### src/rtl/usbSpec.sv
// Shared USB full-speed constants: PID encodings, CRC16 parameters, SYNC pattern
// and the transmit serializer state type.
package usbSpec;

  typedef enum logic [3:0] {
    PID_OUT   = 4'b0001,
    PID_IN    = 4'b1001,
    PID_SOF   = 4'b0101,
    PID_SETUP = 4'b1101,
    PID_DATA0 = 4'b0011,
    PID_DATA1 = 4'b1011,
    PID_DATA2 = 4'b0111,
    PID_MDATA = 4'b1111,
    PID_ACK   = 4'b0010,
    PID_NAK   = 4'b1010,
    PID_STALL = 4'b1110,
    PID_NYET  = 4'b0110
  } usb_pid_e;

  localparam logic [15:0] CRC16_POLY     = 16'h8005;
  localparam logic [15:0] CRC16_INIT     = 16'hFFFF;
  localparam logic [15:0] CRC16_RESIDUAL = 16'h800D;
  localparam logic [7:0]  SYNC_BYTE      = 8'h80;
  localparam logic [2:0]  STUFF_LIMIT    = 3'd6;

  typedef enum logic [2:0] {
    ST_IDLE,
    ST_SYNC,
    ST_PID,
    ST_DATA,
    ST_CRC,
    ST_EOP
  } tx_state_e;

  // DATA0/1/2/MDATA all share the low PID bits 2'b11.
  function automatic logic is_data_pid(input logic [3:0] pid);
    return pid[1:0] == 2'b11;
  endfunction

endpackage

### src/rtl/usb_crc16.sv
// Serial USB CRC16, one message bit per enable, MSB-side feedback.
// Shared between the transmit serializer and the receiver.
module usb_crc16
  import usbSpec::*;
(
  input  logic        i_clk,
  input  logic        i_rst,
  input  logic        i_init,
  input  logic        i_en,
  input  logic        i_bit,
  output logic [15:0] o_crc
);

  logic [15:0] crc_q, crc_d;
  logic        feedback;

  always_comb begin
    crc_d    = crc_q;
    feedback = crc_q[15] ^ i_bit;
    if (i_init) begin
      crc_d = CRC16_INIT;
    end else if (i_en) begin
      crc_d = {crc_q[14:0], 1'b0} ^ (feedback ? CRC16_POLY : 16'h0000);
    end
  end

  always_ff @(posedge i_clk) begin
    if (i_rst) begin
      crc_q <= CRC16_INIT;
    end else begin
      crc_q <= crc_d;
    end
  end

  assign o_crc = crc_q;

endmodule

### src/rtl/usb_tx_serializer.sv
// USB full-speed packet serializer: SYNC, PID, payload, CRC16, bit stuffing,
// NRZI encoding and EOP, advancing one line bit per i_bitStrobe.
module usb_tx_serializer
  import usbSpec::*;
(
  input  logic       i_clk,
  input  logic       i_rst,
  input  logic       i_bitStrobe,
  input  logic       i_txPktBegin,
  input  logic [3:0] i_txPid,
  input  logic       i_txDataAvail,
  output logic       o_txDataGet,
  input  logic [7:0] i_txData,
  output logic       o_txPktEnd,
  output logic       o_usbP,
  output logic       o_usbN,
  output logic       o_usbOe
);

  tx_state_e   state_q, state_d;
  logic [3:0]  cnt_q, cnt_d;
  logic [7:0]  shreg_q, shreg_d;
  logic [3:0]  pid_q, pid_d;
  logic [2:0]  ones_q, ones_d;
  logic        nrzi_q, nrzi_d;
  logic        usb_p_q, usb_p_d;
  logic        usb_n_q, usb_n_d;
  logic        usb_oe_q, usb_oe_d;
  logic        get_q, get_d;
  logic        end_q, end_d;

  logic        crc_init;
  logic        crc_en;
  logic [15:0] crc;
  logic [3:0]  crc_idx;
  logic        tx_bit;

  usb_crc16 u_crc16 (
    .i_clk  (i_clk),
    .i_rst  (i_rst),
    .i_init (crc_init),
    .i_en   (crc_en),
    .i_bit  (shreg_q[0]),
    .o_crc  (crc)
  );

  always_comb begin
    state_d  = state_q;
    cnt_d    = cnt_q;
    shreg_d  = shreg_q;
    pid_d    = pid_q;
    ones_d   = ones_q;
    nrzi_d   = nrzi_q;
    usb_p_d  = usb_p_q;
    usb_n_d  = usb_n_q;
    usb_oe_d = usb_oe_q;
    get_d    = 1'b0;
    end_d    = 1'b0;
    crc_init = 1'b0;
    crc_en   = 1'b0;
    crc_idx  = 4'd15 - cnt_q;
    tx_bit   = shreg_q[0];

    if (state_q == ST_IDLE) begin
      usb_oe_d = 1'b0;
      usb_p_d  = 1'b1;
      usb_n_d  = 1'b0;
      if (i_txPktBegin) begin
        pid_d    = i_txPid;
        shreg_d  = SYNC_BYTE;
        cnt_d    = '0;
        ones_d   = '0;
        nrzi_d   = 1'b1;
        crc_init = 1'b1;
        state_d  = ST_SYNC;
      end
    end else if (i_bitStrobe) begin
      // A pending stuff bit takes this bit period; the FSM position is held.
      if (ones_q == STUFF_LIMIT) begin
        nrzi_d   = ~nrzi_q;
        ones_d   = '0;
        usb_oe_d = 1'b1;
        usb_p_d  = ~nrzi_q;
        usb_n_d  = nrzi_q;
      end else begin
        case (state_q)
          ST_SYNC, ST_PID, ST_DATA, ST_CRC: begin
            if (state_q == ST_CRC) begin
              tx_bit = ~crc[crc_idx];
            end
            nrzi_d   = tx_bit ? nrzi_q : ~nrzi_q;
            ones_d   = tx_bit ? ones_q + 3'd1 : '0;
            usb_oe_d = 1'b1;
            usb_p_d  = nrzi_d;
            usb_n_d  = ~nrzi_d;
            shreg_d  = shreg_q >> 1;
            cnt_d    = cnt_q + 4'd1;
            crc_en   = (state_q == ST_DATA);
            if (state_q == ST_CRC) begin
              if (cnt_q == 4'd15) begin
                cnt_d   = '0;
                state_d = ST_EOP;
              end
            end else if (cnt_q == 4'd7) begin
              cnt_d = '0;
              if (state_q == ST_SYNC) begin
                state_d = ST_PID;
                shreg_d = {~pid_q, pid_q};
              end else if (state_q == ST_PID && !is_data_pid(pid_q)) begin
                state_d = ST_EOP;
              end else if (i_txDataAvail) begin
                // Byte boundary: the strobe emitting the previous byte's last bit.
                state_d = ST_DATA;
                shreg_d = i_txData;
                get_d   = 1'b1;
              end else begin
                state_d = ST_CRC;
              end
            end
          end
          ST_EOP: begin
            ones_d   = '0;
            cnt_d    = cnt_q + 4'd1;
            usb_oe_d = 1'b1;
            usb_p_d  = 1'b0;
            usb_n_d  = 1'b0;
            if (cnt_q == 4'd2) begin
              usb_p_d = 1'b1;
            end else if (cnt_q == 4'd3) begin
              usb_oe_d = 1'b0;
              usb_p_d  = 1'b1;
              cnt_d    = '0;
              end_d    = 1'b1;
              state_d  = ST_IDLE;
            end
          end
          default: begin
            state_d = ST_IDLE;
          end
        endcase
      end
    end
  end

  always_ff @(posedge i_clk) begin
    if (i_rst) begin
      state_q  <= ST_IDLE;
      cnt_q    <= '0;
      shreg_q  <= '0;
      pid_q    <= '0;
      ones_q   <= '0;
      nrzi_q   <= 1'b1;
      usb_p_q  <= 1'b1;
      usb_n_q  <= 1'b0;
      usb_oe_q <= 1'b0;
      get_q    <= 1'b0;
      end_q    <= 1'b0;
    end else begin
      state_q  <= state_d;
      cnt_q    <= cnt_d;
      shreg_q  <= shreg_d;
      pid_q    <= pid_d;
      ones_q   <= ones_d;
      nrzi_q   <= nrzi_d;
      usb_p_q  <= usb_p_d;
      usb_n_q  <= usb_n_d;
      usb_oe_q <= usb_oe_d;
      get_q    <= get_d;
      end_q    <= end_d;
    end
  end

  assign o_usbP      = usb_p_q;
  assign o_usbN      = usb_n_q;
  assign o_usbOe     = usb_oe_q;
  assign o_txDataGet = get_q;
  assign o_txPktEnd  = end_q;

endmodule

### config.mk
export PLATFORM = sky130hd
export DESIGN_NAME = usb_tx_serializer
export DESIGN_NICKNAME = d
export VERILOG_FILES = /design/src/rtl/usbSpec.sv /design/src/rtl/usb_crc16.sv /design/src/rtl/usb_tx_serializer.sv
export SDC_FILE = /design/constraint.sdc
export NUM_CORES = 1
export LEC_CHECK = 0
export ABC_AREA = 1
export CORE_UTILIZATION = 37
export DETAILED_ROUTE_END_ITERATION = 8
export GPL_TIMING_DRIVEN = 0
export PLACE_DENSITY = 0.57
export SYNTH_ARGS = -nofsm -noshare
export SYNTH_HDL_FRONTEND = slang
export SYNTH_SLANG_ARGS = --single-unit
### constraint.sdc
create_clock -name i_clk -period 5.3 [get_ports i_clk]
set_clock_uncertainty 0.05 [all_clocks]
set_input_delay 0.795 -clock i_clk [delete_from_list [all_inputs] [get_ports i_clk]]
set_output_delay 0.795 -clock i_clk [all_outputs]
set_load 0.02 [all_outputs]
==> run_results.csv <==
group,metric,value,unit
outcome,status,"finished clean",
synth,synth_seq_area_share,0.364,
grt,grt_pass1_wl,9950,microns
floorplanning,row_count,29,
route,routed-wl-met3,166,microns
sta,hold_viol,0,
setup_path,endpoint_kind,"flop",
sta,period_needed,2150,ps
placement,place.gp.congestion,0.828,
cts,cts_resized,0,
route,dr_wl_met2,2650,microns
cells_and_area,final_layout_size_suffix_gt1_frac,0.100,
grt,grt_remaining_overflow,0,
setup_path,slowest_delay,440,ps
synth,ys_warn_count,0,
power,p_per_area,392,mW/mm^2
placement,numPortBuffers,20,
cts,htree_levels,2,
cts,clock-root-buffer,"clkbuf_8",
hold_path,min_path_type,"reg -> reg",
setup_path,cpMaxStageDelayCell,"nand2_1",
route,drc,0,
route,drt_iter0_drc,122,
power,p_leak,1.21,nW
cts,clock_latency,300,ps
power,irDropWorstVdd,0.000181,V
synth,syn_nets,363,
route,drt_pre_antenna_iters,4,
sta,tns,0,ps
synth,async_reset_ff_frac,0,
cells_and_area,mostFrequentLayoutCell,"nand2_1",
sta,finalCritPeriodShare,0.407,
floorplanning,die-height,82.8,microns
cts,cts_setup_buffers,0,
setup_path,path_delay_family,"buffers and inverters",
floorplanning,die_w,82.8,microns
route,viasPerCell,5.02,
cts,clk_path_buf_depth,2,
synth,syn_inst,342,
setup_path,path_cells,"clkbuf_1 -> clkinv_1 -> nand2_1 -> inv_1 -> o211ai_1",
synth,synth_seq_cells,44,
route,drtAntennaViolNets,0,
route,wl_met1,2810,microns
placement,dpl.cell_count,439,
floorplanning,start_util,0.383,
synth,synthFlopType,"dfxtp_1",
setup_path,worstSetupStartpointType,"input port",
sta,setup_viol,0,
floorplanning,core,0.00631,sq mm
cells_and_area,nNetsFinal,390,
cts,path_clk_slew,80,ps
cells_and_area,antenna_cells,0,
cells_and_area,fin_util,0.445,
grt,grt_max_degree,13,
cells_and_area,finalNonFillerCells,446,
cts,numClockSinks,44,
setup_path,arrival,2330,ps
floorplanning,io_pins,22,
sta,max_freq,464,MHz
sta,slew_headroom,0.571,
setup_path,required,5480,ps
cells_and_area,most-common-layout-cells,"nand2_1 (72), dfxtp_1 (44), inv_1 (42)",
setup_path,crit_buf_inv,3,
setup_path,cp_max_fo,10,
grt,grt_usage,0.180,
sta,worstMarginPinSlew,644,ps
synth,syn_avg_cell_area,7.07,sq um
floorplanning,die_area,0.00686,sq mm
route,drt_wl_total,5720,microns
sta,rsz0062_at_grt,"no",
route,routed.top_layer,"met4",
grt,grt_pass1_vias,2134,
cts,hold_buffers,0,
setup_path,path_class,"in -> reg",
sta,maxSlewViolCount,0,
grt,antenna_found_initial,0,
synth,synth_area,0.00242,sq mm
synth,synth_cell_type_count,42,
synth,synth_edf_count,0,
cts,numCtsBuffers,5,
cts,cts_tree,"built",
flow_run,cap_violations,0,
route,wl_per_cell,12.8,microns
placement,hpwlAfterDp,4290,microns
cells_and_area,synthToLayoutAreaGrowth,16.3,%
route,num_vias,2240,
-- synth_stat cells, types with 2 or more instances --
cell type	n	area, sq um
buf_2	3	15.0
nor2_1	23	86.3
clkbuf_1	5	18.8
o21ai_1	11	55.1
o211ai_1	6	45.0
nor3_1	5	25.0
inv_1	42	158
a21oi_2	3	26.3
nand2_8	2	40.0
a31oi_1	4	25.0
nand2_4	3	33.8
clkinv_1	2	7.51
nor2_4	2	22.5
a211oi_1	3	22.5
nand2_1	72	270
nand4_1	2	12.5
a21oi_1	34	170
inv_2	4	15.0
dfxtp_1	44	881
ha_1	4	50.1
nand3_1	26	130
nand2_2	3	18.8
o21ai_0	20	100
-- kinds of logic (layout without fill, tap and decap cells) --
group,Yosys count,in the layout,share of synthesized area
simple gates,149,149,0.309
compound gates,86,86,0.207
buf+inv,57,84,0.0921
flops,44,44,0.364
fa+ha+maj,4,4,0.0207
xor+xnor,2,2,0.00725
-- worst paths after layout --
| path | startpoint | end | slack (ps) | depth (start not counted) |
|---|---|---|---|---|
| setup / recovery | i_rst | u_crc16.o_crc[15] | 3150 | 5 |
| hold / removal | pid_q[3] | pid_q[3] | 420 | 2 |
| setup reg to reg | cnt_q[0] | state_q[1] | 3250 | 8 |
| hold reg to reg | pid_q[3] | pid_q[3] | 420 | 2 |
-- stage by stage --
stage | hold slack, ps | power [W] | instance area, sq um | worst slack, ps
finish | 417 | 0.00110 | 2810 | 3150
global route | 447 | 0.00118 | 2810 | 2980
CTS | 416 | 0.00111 | 2810 | 3120
detailed placement | 402 | 0.000875 | 2710 | 2800
global placement | 400 | 0.000872 | 2710 | 2790
floorplan | 381 | 0.000760 | 2420 | 3460
-- state kept, by name, summed over array words and instances, names as in the netlist --
| name | count |
|---|---|
| o_txPktEnd | 1 |
| o_usbP | 1 |
| nrzi_q | 1 |
| o_txDataGet | 1 |
| shreg_q | 8 |
| pid_q | 4 |
| o_usbOe | 1 |
| o_usbN | 1 |
| u_crc16.o_crc | 16 |
| cnt_q | 4 |
| ones_q | 3 |
| state_q | 3 |
-- power breakdown --
part,leakage [nW],internal (W),switching [W]
clock,0.0503,0.000116,0.000117
combinational,0.804,0.000156,0.000309
sequential,0.357,0.000368,0.0000367
-- layer usage --
metal / vias to the layer above / track usage
li1: 1185 / -
met1: 1014 / 0.227
met2: 33 / 0.307
met3: 8 / 0.0278
met4: 0 / 0.0690
met5: - / 0
-- tightest hold or removal path, stage by stage (launching register included) --
cell and delay [ps]:
dfxtp_1 310, inv_1 60, a21oi_1 60
-- cell type report --
| type | count | area (sq um) |
|---|---|---|
| buffer | 8 | 33.8 |
| clock buffer | 7 | 96.3 |
| fill | 695 | 3500 |
| inverter | 49 | 189 |
| multi-input combinational | 241 | 1310 |
| sequential | 44 | 881 |
| tap | 77 | 96.3 |
| timing repair buffer | 20 | 200 |
(Power assumes the default switching activity.)
